===== config.mk =====
export PLATFORM = sky130hd
export DESIGN_NAME = raid_parity_writeback
export DESIGN_NICKNAME = d
export VERILOG_FILES = /design/src/rtl/raid_parity_writeback.sv
export SDC_FILE = /design/constraint.sdc
export NUM_CORES = 1
export LEC_CHECK = 0
export ABC_CLOCK_PERIOD_IN_PS = 4300
export CORE_MARGIN = 4
export CORE_UTILIZATION = 52
export DETAILED_ROUTE_END_ITERATION = 12
export PLACE_DENSITY_LB_ADDON = 0.2
export SLEW_MARGIN = 15
export SYNTH_ARGS = -nofsm -noshare
export SYNTH_HDL_FRONTEND = slang
export SYNTH_SLANG_ARGS = --single-unit

===== constraint.sdc =====
create_clock -name clk -period 4.3 [get_ports clk]
set_input_delay 1.075 -clock clk [delete_from_list [all_inputs] [get_ports clk]]
set_output_delay 1.075 -clock clk [all_outputs]
set_load 0.005 [all_outputs]

===== src/rtl/raid_parity_writeback.sv =====
`default_nettype none
// ============================================================================
// Module   : raid_parity_writeback
// Purpose  : Recomputes the parity strip of a stripe after one or both data
//            strips were rewritten (parity = new_D0 ^ new_D1) and writes it to
//            the stripe's parity disk (addr % 3) over a req/ack handshake with
//            a bounded wait for the acknowledge.
// Ports    : clk, reset (async assert, active-high)
//            in_valid/addr/write_d0/write_d1/corr_d*/old_d* : update request
//            par_wr_ack                                      : memory accept
//            par_wr_req/par_wr_en/par_wr_data/par_wr_addr    : parity write
//            busy, done, timeout_err, overrun                : status
// Revision : 1.0 - initial release
// ============================================================================
module raid_parity_writeback #(
  parameter int DATA_W      = 12,
  parameter int ADDR_W      = 8,
  parameter int ACK_TIMEOUT = 15
) (
  input  logic              clk,
  input  logic              reset,
  input  logic              in_valid,
  input  logic [ADDR_W-1:0] addr,
  input  logic              write_d0,
  input  logic              write_d1,
  input  logic [DATA_W-1:0] corr_d0,
  input  logic [DATA_W-1:0] corr_d1,
  input  logic [DATA_W-1:0] old_d0,
  input  logic [DATA_W-1:0] old_d1,
  input  logic              par_wr_ack,
  output logic              par_wr_req,
  output logic [2:0]        par_wr_en,
  output logic [DATA_W-1:0] par_wr_data,
  output logic [ADDR_W-1:0] par_wr_addr,
  output logic              busy,
  output logic              done,
  output logic              timeout_err,
  output logic              overrun
);

  localparam int CNT_W = $clog2(ACK_TIMEOUT + 1);
  localparam logic [CNT_W-1:0] C_CNT_LAST = CNT_W'(ACK_TIMEOUT - 1);
  localparam logic [CNT_W-1:0] C_CNT_MAX  = {CNT_W{1'b1}};

  typedef enum logic [1:0] {
    S_IDLE = 2'd0,
    S_CALC = 2'd1,
    S_REQ  = 2'd2,
    S_DONE = 2'd3
  } state_t;

  state_t            state_q, state_d;
  logic [ADDR_W-1:0] addr_q, addr_d;
  logic              wd0_q, wd0_d, wd1_q, wd1_d;
  logic [DATA_W-1:0] c0_q, c0_d, c1_q, c1_d, o0_q, o0_d, o1_q, o1_d;
  logic              req_q, req_d;
  logic [2:0]        en_q, en_d;
  logic [DATA_W-1:0] data_q, data_d;
  logic [ADDR_W-1:0] paddr_q, paddr_d;
  logic [CNT_W-1:0]  cnt_q, cnt_d;
  logic              done_q, done_d, tmo_q, tmo_d, ovr_q, ovr_d;

  logic [ADDR_W-1:0] w_mod;
  logic [DATA_W-1:0] w_sel0, w_sel1;

  // Full-width modulo so every address maps to its true parity disk.
  assign w_mod  = addr_q % ADDR_W'(3);
  assign w_sel0 = wd0_q ? c0_q : o0_q;
  assign w_sel1 = wd1_q ? c1_q : o1_q;

  always_comb begin
    state_d = state_q;
    addr_d  = addr_q;
    wd0_d   = wd0_q;
    wd1_d   = wd1_q;
    c0_d    = c0_q;
    c1_d    = c1_q;
    o0_d    = o0_q;
    o1_d    = o1_q;
    req_d   = req_q;
    en_d    = en_q;
    data_d  = data_q;
    paddr_d = paddr_q;
    cnt_d   = cnt_q;
    done_d  = done_q;
    tmo_d   = tmo_q;
    // A request arriving while an operation is in flight is dropped and flagged.
    ovr_d   = in_valid && (state_q != S_IDLE);

    case (state_q)
      S_IDLE: begin
        if (in_valid && (write_d0 || write_d1)) begin
          addr_d  = addr;
          wd0_d   = write_d0;
          wd1_d   = write_d1;
          c0_d    = corr_d0;
          c1_d    = corr_d1;
          o0_d    = old_d0;
          o1_d    = old_d1;
          state_d = S_CALC;
        end
      end
      S_CALC: begin
        // XOR of two valid codewords is a valid codeword: no re-encode needed.
        data_d  = w_sel0 ^ w_sel1;
        paddr_d = addr_q;
        if (w_mod == ADDR_W'(0))      en_d = 3'b001;
        else if (w_mod == ADDR_W'(1)) en_d = 3'b010;
        else                          en_d = 3'b100;
        req_d   = 1'b1;
        cnt_d   = '0;
        state_d = S_REQ;
      end
      S_REQ: begin
        // Ack takes priority over a simultaneous timeout.
        if (par_wr_ack || (cnt_q == C_CNT_LAST)) begin
          req_d   = 1'b0;
          en_d    = '0;
          data_d  = '0;
          paddr_d = '0;
          done_d  = 1'b1;
          tmo_d   = !par_wr_ack;
          state_d = S_DONE;
        end else if (cnt_q != C_CNT_MAX) begin
          cnt_d = cnt_q + CNT_W'(1);
        end
      end
      default: begin
        done_d  = 1'b0;
        tmo_d   = 1'b0;
        state_d = S_IDLE;
      end
    endcase
  end

  always_ff @(posedge clk or posedge reset) begin
    if (reset) begin
      state_q <= S_IDLE;
      addr_q  <= '0;
      wd0_q   <= 1'b0;
      wd1_q   <= 1'b0;
      c0_q    <= '0;
      c1_q    <= '0;
      o0_q    <= '0;
      o1_q    <= '0;
      req_q   <= 1'b0;
      en_q    <= '0;
      data_q  <= '0;
      paddr_q <= '0;
      cnt_q   <= '0;
      done_q  <= 1'b0;
      tmo_q   <= 1'b0;
      ovr_q   <= 1'b0;
    end else begin
      state_q <= state_d;
      addr_q  <= addr_d;
      wd0_q   <= wd0_d;
      wd1_q   <= wd1_d;
      c0_q    <= c0_d;
      c1_q    <= c1_d;
      o0_q    <= o0_d;
      o1_q    <= o1_d;
      req_q   <= req_d;
      en_q    <= en_d;
      data_q  <= data_d;
      paddr_q <= paddr_d;
      cnt_q   <= cnt_d;
      done_q  <= done_d;
      tmo_q   <= tmo_d;
      ovr_q   <= ovr_d;
    end
  end

  assign par_wr_req  = req_q;
  assign par_wr_en   = en_q;
  assign par_wr_data = data_q;
  assign par_wr_addr = paddr_q;
  assign done        = done_q;
  assign timeout_err = tmo_q;
  assign overrun     = ovr_q;
  assign busy        = (state_q != S_IDLE);

endmodule
`default_nettype wire


==> metrics.cfg <==
[drt]
drc=0
totalWireLength_um=9240
ant_nets=0
first_iter_violations=79
viasPerCell=5.48
drtPass1Iterations=5
drt-wirelength-per-cell_um=16.6
num_vias=3059

[global_route]
track_usage_pct=19.4
overflow=0
grt_max_degree=54
grt_pass1_vias=3049
grt_pass1_wl_um=15100
grt_antenna_before_repair=0

[flow_run]
maxCapViolCount=0

[floorplan]
die_area_um2=10100
core_um2=8260
io_pins=90
die_height_um=100
rows=33
initial_core_util_pct=53.6
die_w_um=100

[power]
power_density_nw_per_um2=781
cellLeakagePower_nw=2.42
vdd_ir_drop_max_mv=0.280

[sta]
whs_ns=0.486
period_share_pct=82.6
period_minus_slack_ns=3.55
max_freq_mhz=282
finalSetupTns_ns=0
hold_violations=0
worst_pin_slew_ns=0.947
setup_violations=0
finClkSkew_ns=0.00589
drv_slew=0
slew_headroom_pct=36.8
rsz0062_at_grt=false

[final_layout]
layout_common_cells=91 x dfrtp_1, 89 x clkdlybuf4s50_1, 59 x mux2_2
n_antenna_cell=0
nets=518
mostFrequentLayoutCell=dfrtp_1
drive_gt1_share_pct=20.1
fill_cells=638
seqCellArea_um2=2280
multi_input_area_um2=1990
syn_to_final_growth_pct=26.4

[worst_hold_path]
hold_path_end=par_wr_req
hp-start=par_wr_req
hold_class=reg -> reg
holdPathStages=2

[critical_path]
rr_worst_depth=14
path_max_fanout=14
timing.rr.start=addr_q[3]
crit_type=reg -> reg
critical_path_arrival_ns=3.82
reg2reg_to=par_wr_en[1]
r2r_setup_slack_ns=0.75
worst_ep_required_time_ns=4.57
crit_path_end_kind=register
start_kind=register

[cts]
cts_buffers=9
clock_sinks=91
clk_pin_slew_ns=0.09
cts_tree=done
root_buffer=clkbuf_8
hold_buffers=0
ctsHtreeMaxLevel=3
cts_resized=0
cts_max_path_buffers=2
cts_setup_buffers=0
clock_latency_ns=0.35

[placed_design]
hpwlAfterDp_um=6600
gp_congestion=0.856
port_buffers=89

[yosys]
ys_async_sr_fraction_pct=100
synth_area_per_cell_um2=12.0
postSynthCellCount=369
synth_cell_type_count=58
ys_seq_area_share_pct=51.5
yosys_warnings=0
synth-main-ff-cell=dfrtp_1
synth_fp_nets=438
synth-edff-count=0
syn_area_um2=4430
synth-seq-cells=91

[status]
run_status=finished clean

==> cells in the mapped netlist (3+ instances only) <==
master,instances,share of area [%]
dfrtp_1,91,51
mux2_2,59,15
nand2_1,32,2.7
mux2i_1,25,5.7
o21ai_0,21,2.4
xnor2_1,14,2.8
inv_1,12,1.0
nor2_1,10,0.85
clkbuf_1,9,0.76
a21oi_1,8,0.90
buf_1,7,0.59
ha_1,7,2.0
a22o_1,4,0.79
nand3_1,4,0.45
nor3_1,4,0.45
o21ai_1,4,0.45
a211oi_1,3,0.51
and3b_1,3,0.59
nor2b_1,3,0.42
nor3b_1,3,0.51
o21a_1,3,0.51
==> worst max-delay path, cell delays in order, from the launching register on <==
cell and delay, ns:
dfrtp_1 0.52, or4b_4 0.61, mux2i_4 0.19, a2bb2oi_2 0.18
nor2_1 0.08, inv_1 0.09, ha_1 0.25, inv_1 0.15
nand4_1 0.11, o21a_1 0.17, inv_1 0.06, ha_1 0.26
a311oi_1 0.27, or3b_1 0.38, o221ai_1 0.15
==> area by class of cell <==
type                            count  area share (%)
Clock buffer                       10            2.28
Clock inverter                      5            1.41
Tap cell                          105            2.35
Multi-Input combinational cell    243            35.6
Timing Repair Buffer               92            16.8
Sequential cell                    91            40.7
Inverter                           12           0.828
==> flip-flops by register name, indices dropped and copies added, names as in the netlist <==
| name | count |
|---|---|
| state_q | 2 |
| par_wr_req | 1 |
| par_wr_data | 12 |
| wd1_q | 1 |
| c1_q | 12 |
| o1_q | 12 |
| o0_q | 12 |
| par_wr_en | 3 |
| done | 1 |
| timeout_err | 1 |
| c0_q | 12 |
| wd0_q | 1 |
| addr_q | 8 |
| cnt_q | 4 |
| overrun | 1 |
| par_wr_addr | 8 |
==> per-layer routing <==
metal  vias up  global-route usage (%)  wire (um)
li1       1474                       -          -
met1      1495                    23.9       3800
met2        80                    33.0       4720
met3        10                    5.07        589
met4         0                    6.53        130
met5         -                       0          0
==> report_power, final <==
part / switching [mW] / leakage (nW) / internal (mW)
clock: 0.288 / 0.106 / 0.324
sequential: 0.354 / 1.11 / 1.26
combinational: 0.965 / 1.20 / 1.18
==> per-stage QoR <==
step / setup WS [ns] / total power [mW] / utilization [%] / std cells / cell area [um^2]
floorplan: 0.861 / 3.20 / - / 369 / 4430
finish: 0.749 / 4.37 / 67.7 / 558 / 5590
detailed placement: 0.804 / 3.78 / 65.2 / 543 / 5390
global placement: 0.918 / 3.69 / 65.2 / 543 / 5390
global route: 0.473 / 4.71 / 67.7 / 558 / 5590
CTS: 0.786 / 4.40 / 67.7 / 558 / 5590
==> how the worst max path moves through the flow <==
stage | from | to | slack [ns] | depth (start not counted)
4_1_cts | addr_q[3] | par_wr_en[1] | 0.79 | 14
2_1_floorplan | reset | addr_q[0] | 0.86 | 1
6_report | addr_q[3] | par_wr_en[1] | 0.75 | 14
3_5_place_dp | addr_q[3] | par_wr_en[1] | 0.80 | 14
3_3_place_gp | addr_q[3] | par_wr_en[1] | 0.92 | 14
5_1_grt | addr_q[3] | par_wr_en[1] | 0.47 | 14
==> cells by family (layout without fill, tap and decap cells) <==
| kind of cell | Yosys count | after routing | synth area share (%) |
|---|---|---|---|
| AOI/OAI and AO/OA | 63 | 63 | 9.75 |
| xor gates and xnor gates | 15 | 15 | 2.97 |
| adders and majority gates | 7 | 7 | 1.98 |
| buffers and inverters | 35 | 119 | 3.56 |
| DFF | 91 | 91 | 51.5 |
| muxes | 85 | 85 | 21.2 |
| and+or+nand+nor | 73 | 73 | 9.10 |
Power figures use the tool's default switching activity.
